--- config.mk ---
export PLATFORM = sky130hd
export DESIGN_NAME = tx_msg_arbiter
export DESIGN_NICKNAME = d
export VERILOG_FILES = /design/src/rtl/tx_msg_arbiter.sv
export SDC_FILE = /design/constraint.sdc
export NUM_CORES = 1
export LEC_CHECK = 0
export BUFFER_PORTS_ARGS = -buffer_cell sky130_fd_sc_hd__buf_4
export CAP_MARGIN = 10
export CORE_MARGIN = 10
export CORE_UTILIZATION = 45
export DETAILED_ROUTE_END_ITERATION = 8
export GPL_TIMING_DRIVEN = 0
export PLACE_DENSITY = 0.87
export SLEW_MARGIN = 25
export SYNTH_ARGS = -nofsm -noshare
export SYNTH_HDL_FRONTEND = slang
export SYNTH_SLANG_ARGS = --single-unit
--- constraint.sdc ---
create_clock -name clk -period 3.1 [get_ports clk]
set_input_delay 0.155 -clock clk [delete_from_list [all_inputs] [get_ports clk]]
set_output_delay 0.155 -clock clk [all_outputs]
set_load 0.05 [all_outputs]
--- src/rtl/tx_msg_arbiter.sv ---
// tx_msg_arbiter: round-robin share of the serial byte transmitter between
// NREQ message sources. A granted message is latched, then shifted out one
// byte at a time over the tx_cs/tx_busy handshake, then done pulses.
module tx_msg_arbiter #(
    parameter int NREQ         = 3,
    parameter int MAXLEN       = 16,
    parameter int BUSY_TIMEOUT = 1000
) (
    input  logic                     clk,
    input  logic                     reset,
    input  logic [NREQ-1:0]          req,
    input  logic [5*NREQ-1:0]        msg_len,
    input  logic [8*MAXLEN*NREQ-1:0] msg_data,
    output logic [NREQ-1:0]          gnt,
    output logic [NREQ-1:0]          done,
    output logic                     err,
    output logic [7:0]               tx_tch,
    output logic                     tx_cs,
    input  logic                     tx_busy
);
    localparam int PW = (NREQ > 1) ? $clog2(NREQ) : 1;
    localparam int MW = 8 * MAXLEN;
    localparam int TW = $clog2(BUSY_TIMEOUT + 1);

    typedef enum logic [2:0] {IDLE, SEND, SENDING, SENDED, FINISH} state_t;

    state_t        state, state_nxt;
    logic [PW-1:0] ptr;
    logic [MW-1:0] shbuf;
    logic [4:0]    count;
    logic [TW-1:0] tcnt;
    logic          abort;

    logic          pick_vld;
    logic [PW-1:0] pick_idx;
    logic [MW-1:0] sel_data;
    logic [4:0]    sel_len;
    logic [4:0]    sel_cnt;
    logic          timeout;

    // Round-robin search: first requesting source after ptr, wrapping
    always_comb begin
        int j;
        j        = 0;
        pick_vld = 1'b0;
        pick_idx = '0;
        for (int k = 1; k <= NREQ; k++) begin
            j = int'(ptr) + k;
            if (j >= NREQ) j = j - NREQ;
            for (int i = 0; i < NREQ; i++) begin
                if (!pick_vld && (i == j) && req[i]) begin
                    pick_vld = 1'b1;
                    pick_idx = PW'(i);
                end
            end
        end
    end

    // Select the winning source's message and clamp its length to MAXLEN
    always_comb begin
        sel_data = '0;
        sel_len  = '0;
        for (int i = 0; i < NREQ; i++) begin
            if (pick_idx == PW'(i)) begin
                sel_data = msg_data[i*MW +: MW];
                sel_len  = msg_len[i*5 +: 5];
            end
        end
        sel_cnt = (int'(sel_len) > MAXLEN) ? 5'(MAXLEN) : sel_len;
    end

    // State register
    always_ff @(posedge clk or negedge reset) begin
        if (!reset) state <= IDLE;
        else        state <= state_nxt;
    end

    // Next-state decode; timeout fires on the BUSY_TIMEOUT-th idle SENDING cycle
    always_comb begin
        state_nxt = state;
        timeout   = (tcnt == TW'(BUSY_TIMEOUT - 1));
        unique case (state)
            IDLE:    if (pick_vld) state_nxt = SEND;
            SEND: begin
                if (count == 5'd0)  state_nxt = FINISH;
                else if (!tx_busy)  state_nxt = SENDING;
            end
            SENDING: begin
                if (tx_busy)        state_nxt = SENDED;
                else if (timeout)   state_nxt = FINISH;
            end
            SENDED:  if (!tx_busy) state_nxt = SEND;
            FINISH:  state_nxt = IDLE;
            default: state_nxt = IDLE;
        endcase
    end

    // Grant, message buffer, byte launch and timeout bookkeeping
    always_ff @(posedge clk or negedge reset) begin
        if (!reset) begin
            gnt    <= '0;
            ptr    <= PW'(NREQ - 1);
            shbuf  <= '0;
            count  <= '0;
            tcnt   <= '0;
            abort  <= 1'b0;
            tx_tch <= '0;
            tx_cs  <= 1'b0;
        end else begin
            case (state)
                IDLE: begin
                    if (pick_vld) begin
                        gnt   <= {{(NREQ-1){1'b0}}, 1'b1} << pick_idx;
                        ptr   <= pick_idx;
                        shbuf <= sel_data;
                        count <= sel_cnt;
                    end
                end
                SEND: begin
                    if (count != 5'd0 && !tx_busy) begin
                        tx_tch <= shbuf[7:0];
                        shbuf  <= shbuf >> 8;
                        count  <= count - 5'd1;
                        tx_cs  <= 1'b1;
                        tcnt   <= '0;
                    end
                end
                SENDING: begin
                    if (tx_busy) begin
                        tx_cs <= 1'b0;
                    end else if (timeout) begin
                        tx_cs <= 1'b0;
                        abort <= 1'b1;
                    end else begin
                        tcnt <= tcnt + TW'(1);
                    end
                end
                FINISH: begin
                    gnt   <= '0;
                    abort <= 1'b0;
                end
                default: ;
            endcase
        end
    end

    // Completion pulses are the single FINISH cycle, qualified by the grant
    always_comb begin
        done = (state == FINISH) ? gnt : '0;
        err  = (state == FINISH) && abort;
    end

endmodule

==> flow_summary.toml <==
[yosys]
synth_largest_area_cell = "dfrtp_1"
ys_types = 50
synth_top_family_by_area = "simple AND/OR/NAND/NOR gates"
syn_inst = 1333
synth_ff_type = "dfrtp_1"
async_flop_share = 1.00
synthMuxAreaShare = 0.00201
seq_area_frac_synth = 0.404
synth-adder-area-share = 0.00753
avgSynthCellArea_sq_um = 7.48
ys_warn_count = 0
synth_compound_area_frac = 0.164
synthTopCellsByCount = "nand2_1 (324), nor3_1 (200), dfrtp_1 (160)"
yosysTopAreaCellShare = 0.401
synth-simple-area-share = 0.364
synth_seq_cells = 161
synth_nets = 1744
synth_area_sq_mm = 0.00997
synth-xor-area-share = 0.00615
ys_top_cells_by_area = "dfrtp_1 (40%), nand2_1 (12%), nor3_1 (10%)"
synth_edf_count = 0
yosysMostFrequentCell = "nand2_1"

[sta]
fin_skew_ns = 0.0165
hold-worst-slack_ns = 0.0324
fin_crit_sh = 0.970
final_max_slew_viol_count = 0
worstMarginPinSlew_ns = 0.885
slew_headroom = 0.410
fin_crit_ns = 3.01
max_freq_ghz = 0.333
finalHoldViolCount = 0
fin_ws_ns = 0.0932
finalSetupViolCount = 0

[routing]
drt-pass1-iter-count = 5
routed_wl_microns = 49500
wire_per_inst_microns = 23.9
via_per_inst = 6.02
ant_nets = 0
drc = 0
drtIter0Drc = 1506
vias = 12500

[flow_run]
cap_violations = 0

[setup_path]
r2r_start = "ptr[1]"
worst_path_max_delay_cell = "clkbuf_1"
reg2reg_slack_ns = 0.09
startpoint_type = "flop"
crit_path_cell_trace = "inv_1 -> ha_1 -> a21boi_0 -> o21a_1 -> clkbuf_1 -> nand2_1 -> and3_1 -> o22ai_1"
r2r_end = "shbuf[45]"
cp_top_family = "compound AO/OA/AOI/OAI gates"
r2r_cells = 8
endpoint_kind = "flop"
worstSetupPathType = "flop to flop"
path_buf_inv = 2
slowest_delay_ns = 0.69
cp_max_fo = 10
crit_required_ns = 3.45
critical_path_arrival_ns = 3.35

[placed_design]
io_buffers = 419
gp_congestion = 0.950
placed_cell_area_sq_mm = 0.0135
dp_hpwl_microns = 38600
post-place-ws_ns = -0.311

[min_path]
holdPathEnd = "count[3]"
min_path_type = "input pin to flop"
hp-start = "msg_len[13]"
hold_depth = 3

[grt]
grt_pass1_wl_microns = 73400
grt_max_degree = 91
grtUsageTotal = 0.330
grt_pass1_vias = 12600
grt-ovfl-total = 0
antenna_found_initial = 1

[finish]
nets = 2189
areaGrowthSynthToFinish_pct = 42.1
final_util = 0.650
drive_gt1_frac = 0.279
postLayoutCellArea_sq_mm = 0.0142

[clock_tree]
cts-root-buf = "clkbuf_16"
cts_buffer_depth = 2
htree_num_levels = 4
cts_tree = "built"
clkLatencyLatePin_ns = 0.44
cts_inserted_buffers = 17
clk_pin_slew_ns = 0.06
cts_sinks = 161

[run_status]
status = "finished, final reports clean"

[floorplanning]
die_x_microns = 169
dieArea_sq_mm = 0.0285
coreArea_sq_mm = 0.0218
io_pins = 421
die_h_microns = 169
start_util = 0.457
rows = 54

[power]
irDropWorstVdd_mv = 0.418
p_leak_uw = 0.00685
finalPower_uw = 15300
p_per_area_mw_per_mm2 = 1080
-- sequential cells by signal, summed over array words and instances, names as in the netlist --
signal	cells
shbuf	128
tx_tch	8
count	5
tx_cs	1
gnt	3
abort	1
tcnt	10
ptr	2
state	3
-- area by class of cell --
| cell class | count | area, sq um |
|---|---|---|
| plain buffers | 122 | 517 |
| clock inverters | 9 | 97.6 |
| clock buffers | 23 | 468 |
| multi-input cells | 1044 | 5430 |
| well taps | 280 | 350 |
| diodes | 1 | 2.50 |
| fillers | 1969 | 7650 |
| flip-flops and latches | 161 | 4030 |
| repair buffers | 427 | 3260 |
| inverters | 5 | 18.8 |
-- power by group --
| part | switching, uW | internal, uW |
|---|---|---|
| Clock | 939 | 1160 |
| Sequential | 690 | 3160 |
| Combinational | 5890 | 3480 |
| Total | 7510 | 7800 |
-- kinds of logic after synthesis --
logic type | after synthesis
and+or+nand+nor | 807
AOI/OAI and AO/OA | 222
DFF | 161
buffers and inverters | 128
xor gates and xnor gates | 7
adders and majority gates | 6
muxes | 2
-- worst register-to-register path, delay by kind of cell, from the launching register on --
kind                       cells  cell delay [ns]
AOI/OAI and AO/OA              3             0.96
adders and majority gates      1             0.24
buffers and inverters          2             0.75
DFF                            1             0.53
and+or+nand+nor                2             0.44
-- metal layers --
metal  up-vias  part of all wire  global-route usage
li1       5582                 -                   -
met1      5905              0.37               0.400
met2       856              0.47               0.540
met3       123              0.12              0.0950
met4         0             0.038               0.134
met5         -                 0                   0
-- how the worst max path moves through the flow --
stage	startpoint	to	slack [ns]	cells after the start
finish	ptr[1]	shbuf[45]	0.09	8
global route	ptr[1]	ptr[0]	-0.002	9
CTS	ptr[1]	shbuf[120]	0.006	9
detailed placement	ptr[1]	shbuf[7]	-0.31	10
global placement	ptr[1]	shbuf[119]	-0.53	8
floorplan	ptr[1]	shbuf[80]	0.68	8
-- layout by cell type (no fill, tap or decap), drive strengths merged, types with 2 or more instances in the layout --
master,count
buf,462
nand2,324
nor3,201
dfrtp,160
nor2,114
clkbuf,108
a22o,98
nand3,96
o21ai,41
and3,37
a21oi,22
o22ai,16
o221ai,15
a31oi,9
inv,9
nor3b,8
nor2b,6
xor2,6
ha,6
nand4,5
clkinvlp,4
o31ai,3
a311oi,3
o211ai,3
or3,3
a22oi,3
nor4b,3
or3b,3
nor4,2
mux2i,2
and2,2
dlygate4sd3,2
-- stage by stage --
| step | std cells | TNS (ns) |
|---|---|---|
| 2_1_floorplan | 1333 | 0 |
| 3_3_place_gp | 2032 | -47.93 |
| 3_5_place_dp | 2035 | -15.20 |
| 4_1_cts | 2069 | 0 |
| 5_1_grt | 2072 | -0.00177 |
| 6_report | 2072 | 0 |
-- what timing repair did --
item                       in CTS  in global routing
gates resized for setup         7                 14
setup endpoints to repair     105                 99
setup buffers                   0                  3
pin swaps                       0                  1
hold buffers                    2                  0
hold endpoints to repair       72                  0
Note: power is estimated with default switching activity, not from simulation.
